**src/rtl/seg_stream_decoder.sv**
```systemverilog
// Snooper for a chained seven-segment shift-register display bus: recovers NDIG hex digits
// from the active-low segment bytes each time the frame latch rises.
module seg_stream_decoder #(
    parameter int NDIG        = 4,
    parameter int SYNC_STAGES = 2
) (
    input  logic              clk,
    input  logic              rst_n,
    input  logic              sclk_in,
    input  logic              sdata_in,
    input  logic              latch_in,
    output logic [4*NDIG-1:0] hex_out,
    output logic [NDIG-1:0]   dp_out,
    output logic [NDIG-1:0]   blank_out,
    output logic [NDIG-1:0]   err_out,
    output logic              len_err,
    output logic              frame_valid,
    output logic [15:0]       frame_cnt
);

    localparam int NBITS = 8 * NDIG;
    localparam int CW    = $clog2(NBITS + 2);
    localparam logic [CW-1:0] BIT_FULL = CW'(NBITS);
    localparam logic [CW-1:0] BIT_MAX  = CW'(NBITS + 1);

    logic [SYNC_STAGES-1:0] sclk_sync_q, sclk_sync_d;
    logic [SYNC_STAGES-1:0] sdata_sync_q, sdata_sync_d;
    logic [SYNC_STAGES-1:0] latch_sync_q, latch_sync_d;
    logic                   sclk_dly_q, sclk_dly_d;
    logic                   latch_dly_q, latch_dly_d;

    logic [NBITS-1:0]  shreg_q, shreg_d;
    logic [CW-1:0]     bitcnt_q, bitcnt_d;
    logic [4*NDIG-1:0] hex_q, hex_d;
    logic [NDIG-1:0]   dp_q, dp_d;
    logic [NDIG-1:0]   blank_q, blank_d;
    logic [NDIG-1:0]   err_q, err_d;
    logic              len_err_q, len_err_d;
    logic              frame_valid_q, frame_valid_d;
    logic [15:0]       frame_cnt_q, frame_cnt_d;

    logic              sclk_rise;
    logic              latch_rise;
    logic              sdata_s;
    logic [5:0]        dec;

    // Returns {err, blank, hex} for the seven active-low segment bits {g,f,e,d,c,b,a}.
    function automatic logic [5:0] decode_seg(input logic [6:0] seg);
        logic [5:0] r;
        r = 6'b00_0000;
        case (seg)
            7'h40: r[3:0] = 4'h0;
            7'h79: r[3:0] = 4'h1;
            7'h24: r[3:0] = 4'h2;
            7'h30: r[3:0] = 4'h3;
            7'h19: r[3:0] = 4'h4;
            7'h12: r[3:0] = 4'h5;
            7'h02: r[3:0] = 4'h6;
            7'h78: r[3:0] = 4'h7;
            7'h00: r[3:0] = 4'h8;
            7'h18: r[3:0] = 4'h9;
            7'h08: r[3:0] = 4'hA;
            7'h03: r[3:0] = 4'hB;
            7'h27: r[3:0] = 4'hC;
            7'h21: r[3:0] = 4'hD;
            7'h06: r[3:0] = 4'hE;
            7'h0E: r[3:0] = 4'hF;
            7'h7F: r[4]   = 1'b1;
            default: r[5] = 1'b1;
        endcase
        return r;
    endfunction

    always_comb begin
        sclk_sync_d  = {sclk_sync_q[SYNC_STAGES-2:0], sclk_in};
        sdata_sync_d = {sdata_sync_q[SYNC_STAGES-2:0], sdata_in};
        latch_sync_d = {latch_sync_q[SYNC_STAGES-2:0], latch_in};
        sclk_dly_d   = sclk_sync_q[SYNC_STAGES-1];
        latch_dly_d  = latch_sync_q[SYNC_STAGES-1];
        sclk_rise    = sclk_sync_q[SYNC_STAGES-1] & ~sclk_dly_q;
        latch_rise   = latch_sync_q[SYNC_STAGES-1] & ~latch_dly_q;
        sdata_s      = sdata_sync_q[SYNC_STAGES-1];
    end

    // A shift and a latch in the same cycle: the capture sees the freshly shifted bit.
    always_comb begin
        shreg_d       = shreg_q;
        bitcnt_d      = bitcnt_q;
        hex_d         = hex_q;
        dp_d          = dp_q;
        blank_d       = blank_q;
        err_d         = err_q;
        len_err_d     = len_err_q;
        frame_valid_d = 1'b0;
        frame_cnt_d   = frame_cnt_q;
        dec           = 6'b00_0000;

        if (sclk_rise) begin
            shreg_d = {shreg_q[NBITS-2:0], sdata_s};
            if (bitcnt_q != BIT_MAX) begin
                bitcnt_d = bitcnt_q + CW'(1);
            end
        end

        if (latch_rise) begin
            for (int i = 0; i < NDIG; i++) begin
                dec            = decode_seg(shreg_d[8*i +: 7]);
                hex_d[4*i +: 4] = dec[3:0];
                blank_d[i]     = dec[4];
                err_d[i]       = dec[5];
                dp_d[i]        = ~shreg_d[8*i+7];
            end
            len_err_d     = (bitcnt_d != BIT_FULL);
            frame_valid_d = 1'b1;
            frame_cnt_d   = frame_cnt_q + 16'd1;
            bitcnt_d      = '0;
        end
    end

    always_ff @(posedge clk or negedge rst_n) begin
        if (!rst_n) begin
            sclk_sync_q   <= '0;
            sdata_sync_q  <= '0;
            latch_sync_q  <= '0;
            sclk_dly_q    <= 1'b0;
            latch_dly_q   <= 1'b0;
            shreg_q       <= '1;
            bitcnt_q      <= '0;
            hex_q         <= '0;
            dp_q          <= '0;
            blank_q       <= '1;
            err_q         <= '0;
            len_err_q     <= 1'b0;
            frame_valid_q <= 1'b0;
            frame_cnt_q   <= '0;
        end else begin
            sclk_sync_q   <= sclk_sync_d;
            sdata_sync_q  <= sdata_sync_d;
            latch_sync_q  <= latch_sync_d;
            sclk_dly_q    <= sclk_dly_d;
            latch_dly_q   <= latch_dly_d;
            shreg_q       <= shreg_d;
            bitcnt_q      <= bitcnt_d;
            hex_q         <= hex_d;
            dp_q          <= dp_d;
            blank_q       <= blank_d;
            err_q         <= err_d;
            len_err_q     <= len_err_d;
            frame_valid_q <= frame_valid_d;
            frame_cnt_q   <= frame_cnt_d;
        end
    end

    assign hex_out     = hex_q;
    assign dp_out      = dp_q;
    assign blank_out   = blank_q;
    assign err_out     = err_q;
    assign len_err     = len_err_q;
    assign frame_valid = frame_valid_q;
    assign frame_cnt   = frame_cnt_q;

endmodule

```
**config.mk**
```make
export PLATFORM = sky130hd
export DESIGN_NAME = seg_stream_decoder
export DESIGN_NICKNAME = d
export VERILOG_FILES = /design/src/rtl/seg_stream_decoder.sv
export SDC_FILE = /design/constraint.sdc
export NUM_CORES = 1
export LEC_CHECK = 0
export CAP_MARGIN = 20
export CELL_PAD_IN_SITES_DETAIL_PLACEMENT = 1
export CELL_PAD_IN_SITES_GLOBAL_PLACEMENT = 1
export CORE_AREA = 5 5 115 161
export CTS_CLUSTER_DIAMETER = 40
export DETAILED_ROUTE_END_ITERATION = 16
export DIE_AREA = 0 0 120 166
export GPL_ROUTABILITY_DRIVEN = 0
export PLACE_DENSITY_LB_ADDON = 0.1
export SYNTH_ARGS = -nofsm -noshare
export SYNTH_HDL_FRONTEND = slang
export SYNTH_SLANG_ARGS = --single-unit
```
**constraint.sdc**
```tcl
create_clock -name clk -period 3.5 [get_ports clk]
set_input_delay 1.05 -clock clk [delete_from_list [all_inputs] [get_ports clk]]
set_output_delay 1.05 -clock clk [all_outputs]
set_load 0.02 [all_outputs]
```
==> implementation parameters, run 1 <==
Parameter                              Value

Synthesis
  Post-synth EDFFs    0
  Cell type with the highest aggregate area in the netlist    dfrtp_1
  Number of distinct standard cells referenced by the synthesized netlist    slightly below 80
  Top-area cell type share of the netlist area    0.242
  Main area contributors after synthesis    dfrtp_1, dfstp_2, nand2_1
  Cell Area, Synth    0.00578 mm2
  Proportion of register bits with asynchronous set or reset after synthesis    1.00
  Synthesis-stage register bit count    92
  Sequential element share of the synthesized area    0.406
  Synthesized netlist net count    approximately 680
  Most used DFF post-synth    dfrtp_1
  Number of warnings printed during yosys synthesis    0
  Cells after synthesis    between 600 and 700
  Synthesized area per cell    8.65 um2

Route
  Remaining routing DRC violations    0
  Count of antenna-violating nets left after detailed routing    0
  Routed len/inst    18.8 um
  Total number of vias    between 5000 and 6000
  Final routed wirelength across all metal layers    16900 um
  Starting DRT DRC Count    around 190
  Vias per Instance    5.69
  DR pass1 iterations    4

Setup path
  CP Data Arrival Time    2.85 ns
  Launch point of the worst reg-to-reg path    sclk_dly_q
  Maximum net fanout on the critical path    26
  Startpoint-to-endpoint class of the critical path    reg2reg
  R2R depth    8
  Critical Path End Type    flip-flop
  Data required time of the critical path    around 3.8 ns
  Register-to-register path setup slack    0.94 ns
  CP startpoint kind    flip-flop
  Capturing point of the worst reg2reg path    err_out[3]

Clock tree
  Setup bufs post-CTS    0
  Buffers from clock root to sink, at most    2
  CTS H-tree depth    3
  Clock Pin Slew Worst Setup and Hold Paths    0.06 ns
  PostCTS Resize Cnt    0
  TritonCTS sink count    92
  TritonCTS clock tree    done
  Clock latency of the later-clocked register in the worst-skew pair    0.35 ns
  Clock root cell    clkbuf_16
  Total clock buffers created by CTS    9
  CTS Hold Bufs    0

Layout
  Total number of nets in the final design    699
  Count of filler cells inserted in the layout    2025
  Final Instance Area    roughly 0.0067 mm2
  Final antenna diode count    0
  Area growth syn-to-layout    16.3%
  Non-filler instance count after layout    902
  Fraction of layout cells with a size suffix above 1    0.119

Global route
  Via count of the first global-routing pass    approximately 5400
  Maximum number of pins on one net before global-route repair    54
  Wire length of the first global-routing pass    around 28000 um
  Number of antenna violations at the first check in global routing    0
  Congestion Overflow GR    0
  Overall track demand over capacity in global routing    0.173

Timing
  Period utilisation layout    0.733
  Unrepaired setup endpoints after global routing    no
  Post-route worst setup slack    0.936 ns
  Max-slew headroom    0.521
  Min cycle time layout    about 2.6 ns
  Setup violators final    0
  Highest clock frequency the design can meet    a little under 0.4 GHz
  Transition at the pin with the smallest max-transition slack    0.718 ns
  Final hold violation count    0
  Setup Skew    0.00331 ns
  Final count of pins violating max slew    0
  Fin Setup TNS    0 ns
  Worst hold margin    ~0.35 ns

Floorplanning
  Horizontal die dimension    120 um
  Core ar.    around 0.017 mm2
  Ports placed on the boundary    51
  Total die area    0.0199 mm2
  Number of placement rows    57
  Initial Util    0.339
  Die Span Y    between 150 and 200 um

Outcome
  Status    completed

Worst hold path
  Hold crit path type    reg2reg
  Worst hold start    sdata_sync_q[0]
  Hold EP    sdata_sync_q[1]
  Instance count along the most critical hold path    0

Place
  Placed standard-cell area    about 0.0064 mm2
  Placed Cells    886
  Placed wire-length estimate    12000 um
  Buffers added on ports    50
  Post-Place Worst Slack    0.971 ns

Flow run
  Number of max-cap violations    0

Pwr
  Worst IR Drop VDD    0.245 mV
  Leakage dissipation    2.66 nW
  Pwr dens    between 400 and 500 mW/mm2
==> layer usage <==
layer  track usage  vias to the layer above  routed length (um)  part of all wire
li1              -                     2471                   -                 -
met1         0.206                     2544                7430              0.44
met2         0.309                       85                8670              0.51
met3        0.0201                       30                 401             0.024
met4        0.0743                        0                 436             0.026
met5             0                        -                   0                 0
==> registers in the layout, summed over array words and instances (netlist names) <==
register / count
frame_valid: 1
hex_out: 16
blank_out: 4
dp_out: 4
bitcnt_q: 6
shreg_q: 32
sdata_sync_q: 2
frame_cnt: 16
latch_sync_q: 2
err_out: 4
len_err: 1
sclk_sync_q: 2
sclk_dly_q: 1
latch_dly_q: 1
==> cell families after synthesis <==
kind of cell,synth area share
compound gates,0.210
fa+ha+maj,0.00650
mux,0.0197
simple gates,0.273
flops,0.406
buf+inv,0.0522
xor+xnor,0.0333
==> synth_stat cells (4+ instances only) <==
cell type  instances
nand2_1          101
mux2i_1            8
nor2b_1            9
a31oi_1           12
nand3b_1          16
nor3b_1            4
and3b_1            7
o32ai_1            6
and4_1             5
o221ai_1           5
nand4_1           10
a21oi_1           21
a211oi_1           9
nand2b_1          25
clkbuf_1          30
nor3_1            24
nor4_1             5
buf_2             13
nor2_1            46
o211ai_1           6
and2_1             4
dfstp_2           36
xor2_1             9
inv_1             13
nand3_1           18
o21ai_0           33
xnor2_1           13
dfrtp_1           56
o31ai_1            4
a22oi_1            5
o22ai_1           11
o21ai_1            5
a21o_1             8
and3_1             8
==> critical path, stage by stage (launching register included) <==
cell and delay [ns]:
dfrtp_1 0.37, buf_4 0.21, nor2b_4 0.43, buf_4 0.38, nor3b_1 0.08, o21ai_0 0.29
o21ai_0 0.18, a311oi_1 0.32, a32o_1 0.22
==> area by class of cell <==
type,instances,area (um2),area share
Multi-Input combinational cell,509,3140,0.467
Sequential cell,92,2350,0.349
Clock inverter,4,47.5,0.00708
Inverter,15,56.3,0.00838
Clock buffer,12,256,0.0382
Timing Repair Buffer,64,616,0.0916
Tap cell,206,258,0.0384
==> worst max-delay path by stage <==
stage               slack, ns  cells past startpoint         start            to
finish                   0.94                      8    sclk_dly_q    err_out[3]
global route             0.74                      8    sclk_dly_q   hex_out[13]
CTS                      0.93                      1  blank_out[3]  blank_out[3]
detailed placement       0.97                      8    sclk_dly_q    err_out[3]
global placement         1.11                      8    sclk_dly_q    err_out[3]
floorplan                1.43                      7   shreg_q[19]    err_out[2]
==> report_power, final <==
part	switching [W]	internal [W]	total (W)
Combinational	0.000470	0.000372	0.000843
Clock	0.000429	0.000591	0.00102
Sequential	0.000188	0.00122	0.00141
==> placed cells by master, fill, tap and decap left out, types with 5 or more instances in the layout <==
cell type,instances
nand2_1,101
dfrtp_1,56
clkdlybuf4s50_1,49
nor2_1,46
dfstp_2,36
o21ai_0,33
nand2b_1,25
nor3_1,24
a21oi_1,21
nand3_1,18
nand3b_1,16
buf_4,14
xnor2_1,13
inv_1,13
a31oi_1,12
o22ai_1,11
nand4_1,10
a211oi_1,9
xor2_1,9
clkbuf_16,9
mux2i_1,8
and3_1,8
nor2b_1,8
a21o_1,8
and3b_1,7
o32ai_1,6
o211ai_1,6
a22oi_1,5
o21ai_1,5
and4_1,5
o221ai_1,5
nor4_1,5
==> through the flow <==
step	util	total power, W
after floorplan	-	0.00192
after global placement	0.376	0.00226
after detailed placement	0.376	0.00228
after CTS	0.394	0.00333
after global routing	0.394	0.00347
final	0.394	0.00327
No activity file was read; power rests on OpenSTA's default activity.
==> run 2, diff against run 1 <==
Clock period 3.5 ns to 2.5 ns, I/O delays scaled along.
==> run 2 against run 1 <==
Compared with the run above:
- die area did not move
- utilization rose by 0.84 points
- flip-flop and latch count did not move
- critical path type unchanged
- worst setup slack got worse by 0.72 ns
==> implementation parameters, run 2 (synthesis gave the netlist of run 1 again) <==
Parameter                              Value

Floorplanning
  Total die area    0.0199 mm2
  Initial Util    0.339
  Ports placed on the boundary    51
  Number of placement rows    57
  Core ar.    0.0170 mm2
  Horizontal die dimension    between 100 and 150 um
  Die Span Y    ~170 um

Layout
  Register ranked first by flip-flop count    shreg_q
  Area growth syn-to-layout    18.7%
  Most common library cell in the layout ignoring fill and taps    nand2_1
  Fraction of layout cells with a size suffix above 1    0.136
  Count of filler cells inserted in the layout    1987
  Leading cell types in the layout, fill and taps excluded    nand2_1, dfrtp_1, clkdlybuf4s50_1, nor2_1, dfstp_2
  Flip-flop count of the largest register after layout    32
  Final core occ    0.403
  Total number of nets in the final design    711

Timing
  Final hold violation count    0
  Unrepaired setup endpoints after global routing    no
  Max-slew headroom    0.551
  Period utilisation layout    0.915
  Setup Skew    around 0.0062 ns
  Final count of pins violating max slew    0
  Worst hold margin    0.341 ns
  Highest clock frequency the design can meet    0.437 GHz
  Min cycle time layout    2.29 ns
  Fin Setup TNS    0 ns
  Transition at the pin with the smallest max-transition slack    about 0.67 ns
  Setup violators final    0

Flow run
  Number of max-cap violations    0

Setup path
  Delay of the slowest cell on the worst path    roughly 0.48 ns
  Crit-path cells    nand2b_2 -> buf_12 -> mux2_2 -> nand2_1 -> o32ai_1 -> or3_1 -> o41ai_2
  R2R depth    7
  Startpoint-to-endpoint class of the critical path    reg2reg
  Capture point of the worst path    err_out[2]
  Capturing point of the worst reg2reg path    err_out[2]
  Crit path buf inv count    1
  Worst Setup SP    sclk_sync_q[1]
  Max stage delay cell, worst path    dfrtp_2
  CP startpoint kind    flip-flop
  Launch point of the worst reg-to-reg path    sclk_sync_q[1]
  Depth of the critical timing path with buffers and inverters included    7
  Register-to-register path setup slack    0.21 ns
  CP Data Arrival Time    2.53 ns
  Critical Path End Type    flip-flop
  Data required time of the critical path    2.74 ns
  Maximum net fanout on the critical path    30
  Kind of cell with the highest combined delay on the critical path    simple AND/OR/NAND/NOR gates

Pwr
  Sequential fraction of design power    0.421
  Leakage dissipation    2.73 nW
  Total internal power    0.00313 W
  Clock share of power    0.315
  Sw Share    0.330
  Worst IR Drop VDD    0.317 mV
  Share of power burned in combinational logic    0.263
  Net switching component of the power    0.00154 W
  Pwr dens    about 680 mW/mm2

Clock tree
  Total clock buffers created by CTS    9
  Buffers from clock root to sink, at most    2
  TritonCTS clock tree    done
  TritonCTS sink count    around 90
  CTS H-tree depth    3
  Clock Pin Slew Worst Setup and Hold Paths    0.07 ns
  Clock root cell    clkbuf_16
  Clock latency of the later-clocked register in the worst-skew pair    0.35 ns

Global route
  Maximum number of pins on one net before global-route repair    33
  Via count of the first global-routing pass    5623
  Wire length of the first global-routing pass    29200 um
  Number of antenna violations at the first check in global routing    1
  Congestion Overflow GR    0
  Overall track demand over capacity in global routing    0.177

Route
  Vias per Instance    5.78
  Remaining routing DRC violations    0
  Routed len/inst    between 15 and 20 um
  Final routed wirelength across all metal layers    17400 um
  Count of antenna-violating nets left after detailed routing    0
  Starting DRT DRC Count    200
  DR pass1 iterations    4
  Total number of vias    5286

Place
  Placed wire-length estimate    12700 um
  Buffers added on ports    50

Worst hold path
  Hold crit path type    in2async

Outcome
  Status    completed
==> run 2: cell types whose count changed in the layout (fill, tap and decap cells not counted), moves of 2 or more <==
cell | before | now
buf_4 | 14 | 24
buf_12 | 1 | 3
clkbuf_8 | 2 | 0
clkinvlp_4 | 1 | 3
==> run 2: worst min-delay path by stage <==
stage,endpoint,depth (start not counted)
2_1_floorplan,latch_sync_q[1],0
3_3_place_gp,sdata_sync_q[1],0
3_5_place_dp,sclk_sync_q[1],0
4_1_cts,hex_out[10],1
5_1_grt,sdata_sync_q[1],0
6_report,frame_cnt[15],1
==> run 2: worst reg2reg max path, stage by stage, from the launching register on <==
cell      delay [ns]
dfrtp_2         0.48
nand2b_2        0.15
buf_12          0.19
mux2_2          0.37
nand2_1         0.10
o32ai_1         0.13
or3_1           0.43
o41ai_2         0.33
==> run 2: power groups by stage <==
stage | Combinational, W | Clock (W) | Sequential (W)
after floorplan | 0.000702 | 0 | 0.00199
after global placement | 0.00121 | 0 | 0.00198
after detailed placement | 0.00122 | 0 | 0.00199
after CTS | 0.00123 | 0.00153 | 0.00196
after global routing | 0.00134 | 0.00159 | 0.00201
final | 0.00123 | 0.00147 | 0.00197
==> run 2: area by class of cell <==
type	instances	area (um2)	share of cell area
Antenna cell	1	2.50	0.000365
Tap cell	206	258	0.0376
Sequential cell	92	2350	0.342
Clock buffer	9	225	0.0328
Clock inverter	7	91.3	0.0133
Multi-Input combinational cell	509	3150	0.459
Timing Repair Buffer	76	731	0.106
Inverter	15	56.3	0.00820
==> run 2: per-layer routing <==
metal / part of all wire / track usage / vias up / wire length [um]
li1: - / - / 2499 / -
met3: 0.031 / 0.0266 / 43 / 537
met4: 0.030 / 0.0703 / 0 / 520
met2: 0.52 / 0.314 / 127 / 9000
met5: 0 / 0 / - / 0
met1: 0.42 / 0.212 / 2617 / 7320
==> run 2: timing repair <==
| action | 4_1_cts | 5_1_grt |
|---|---|---|
| hold buffers | 0 | 0 |
| hold endpoints to repair | 0 | 0 |
| setup buffers | 0 | 2 |
| gates resized for setup | 0 | 2 |
| setup endpoints to repair | 0 | 5 |
==> run 2: stage by stage <==
| step | worst slack, ns | cell area (um2) | power (W) | cells |
|---|---|---|---|---|
| after floorplan | 0.434 | 5780 | 0.00269 | 668 |
| after global placement | 0.205 | 6520 | 0.00320 | 896 |
| after CTS | 0.148 | 6830 | 0.00472 | 912 |
| after global routing | 0.0254 | 6860 | 0.00494 | 915 |
| after detailed placement | 0.153 | 6520 | 0.00321 | 896 |
| final | 0.213 | 6860 | 0.00467 | 915 |
==> run 3, diff against run 2 <==
Settings changed: CORE_AREA 5 5 115 161 to 2 2 112 158, DIE_AREA 0 0 120 166 to 0 0 114 160.
==> run 3 against run 2 <==
Compared with the run above:
- maximum frequency down 0.36%
- wire length down 2.2%
- first-iteration DRC count decreased by 31%
- via count is 1.8% lower
- critical path depth shrank 1
- utilization up 0.38 points
- cell area increased by 0.53%
- count of clock-buffer cells in the layout did not move
==> implementation parameters, run 3 (synthesis gave the netlist of run 1 again) <==
Parameter                              Value

Setup path
  Kind of cell with the highest combined delay on the critical path    compound AO/OA/AOI/OAI gates
  Maximum net fanout on the critical path    14
  CP startpoint kind    flip-flop
  Delay of the slowest cell on the worst path    between 0.5 and 0.6 ns
  Crit-path cells    nand2b_2 -> buf_4 -> a31oi_1 -> nor3_1 -> a2111oi_0 -> a32o_1
  Register-to-register path setup slack    0.20 ns
  Critical Path End Type    flip-flop
  Data required time of the critical path    2.80 ns
  CP Data Arrival Time    2.59 ns
  Max stage delay cell, worst path    a2111oi_0
  Crit path buf inv count    1
  Startpoint-to-endpoint class of the critical path    reg2reg

Timing
  Unrepaired setup endpoints after global routing    no
  Setup Skew    between 0.006 and 0.007 ns
  Fin Setup TNS    0 ns
  Highest clock frequency the design can meet    roughly 0.44 GHz
  Max-slew headroom    0.618
  Transition at the pin with the smallest max-transition slack    0.571 ns
  Final count of pins violating max slew    0
  Min cycle time layout    2.30 ns
  Final hold violation count    0
  Period utilisation layout    0.918
  Setup violators final    0

Global route
  Overall track demand over capacity in global routing    0.195
  Number of antenna violations at the first check in global routing    0
  Maximum number of pins on one net before global-route repair    37
  Wire length of the first global-routing pass    28600 um
  Via count of the first global-routing pass    5511
  Congestion Overflow GR    0

Floorplanning
  Horizontal die dimension    between 100 and 150 um
  Total die area    ~0.018 mm2
  Ports placed on the boundary    51
  Initial Util    0.340
  Core ar.    about 0.017 mm2
  Number of placement rows    57
  Die Span Y    160 um

Pwr
  Power Total    between 0.004 and 0.005 W
  Leakage dissipation    2.76 nW
  Worst IR Drop VDD    0.344 mV
  Pwr dens    694 mW/mm2

Worst hold path
  Hold crit path type    in2async

Layout
  Area growth syn-to-layout    19.4%
  Register ranked first by flip-flop count    shreg_q
  Most common library cell in the layout ignoring fill and taps    nand2_1
  Final antenna diode count    0
  Total number of nets in the final design    roughly 710
  Fraction of layout cells with a size suffix above 1    0.139
  Final core occ    0.406
  Flip-flop count of the largest register after layout    32
  Leading cell types in the layout, fill and taps excluded    nand2_1, dfrtp_1, clkdlybuf4s50_1, nor2_1, dfstp_2

Route
  Starting DRT DRC Count    138
  Remaining routing DRC violations    0
  DR pass1 iterations    4
  Count of antenna-violating nets left after detailed routing    0
  Total number of vias    5191
  Routed len/inst    ~19 um
  Final routed wirelength across all metal layers    17000 um
  Vias per Instance    5.67

Clock tree
  Total clock buffers created by CTS    9
  Setup bufs post-CTS    0
  CTS H-tree depth    3
  Buffers from clock root to sink, at most    2
  TritonCTS sink count    around 90
  CTS Hold Bufs    0
  PostCTS Resize Cnt    0
  Clock root cell    clkbuf_16
  Clock latency of the later-clocked register in the worst-skew pair    between 0.3 and 0.4 ns
  TritonCTS clock tree    done
  Clock Pin Slew Worst Setup and Hold Paths    0.07 ns

Place
  Placed wire-length estimate    12500 um
  Buffers added on ports    50

Flow run
  Number of max-cap violations    0

Outcome
  Status    completed
-- run 3: final cells by class --
| type | instances | area [um2] |
|---|---|---|
| fill | 2000 | 10100 |
| multi-input combinational | 509 | 3160 |
| sequential | 92 | 2350 |
| timing repair buffer | 78 | 733 |
| tap | 206 | 258 |
| clock buffer | 9 | 225 |
| clock inverter | 7 | 124 |
| inverter | 15 | 56.3 |
-- run 3: through the flow --
| step | cell area (um2) | hold WS, ns | worst slack (ns) | cells |
|---|---|---|---|---|
| floorplan | 5780 | 0.331 | 0.434 | 668 |
| global placement | 6530 | 0.334 | 0.235 | 900 |
| detailed placement | 6530 | 0.342 | 0.186 | 900 |
| CTS | 6880 | 0.356 | 0.163 | 916 |
| global route | 6900 | 0.368 | 0.0273 | 916 |
| finish | 6900 | 0.336 | 0.205 | 916 |
-- run 3: power by group --
group	total (W)	switching [W]	leakage [nW]	internal, W
registers	0.00196	0.000252	1.07	0.00171
clock network	0.00160	0.000617	0.166	0.000984
logic	0.00122	0.000674	1.52	0.000550
-- run 3: metal layers --
layer,GRT usage,vias to the layer above,part of all wire
li1,-,2514,-
met1,0.229,2543,0.42
met2,0.352,99,0.52
met3,0.0190,35,0.021
met4,0.0892,0,0.032
met5,0,-,0
-- run 3: worst paths after layout --
path	start	end	depth (start not counted)
hold / removal	rst_n	frame_cnt[15]	1
setup / recovery	sclk_sync_q[1]	err_out[1]	6
hold reg to reg	sdata_sync_q[0]	sdata_sync_q[1]	0
setup reg to reg	sclk_sync_q[1]	err_out[1]	6
max in group asynchronous	rst_n	shreg_q[27]	2
min in group clk	sdata_sync_q[0]	sdata_sync_q[1]	0
-- run 3: worst register-to-register path, cell delays in order (launching register included) --
cell and delay [ns]:
dfrtp_1 0.47, nand2b_2 0.19, buf_4 0.23, a31oi_1 0.42, nor3_1 0.15, a2111oi_0 0.53
a32o_1 0.24
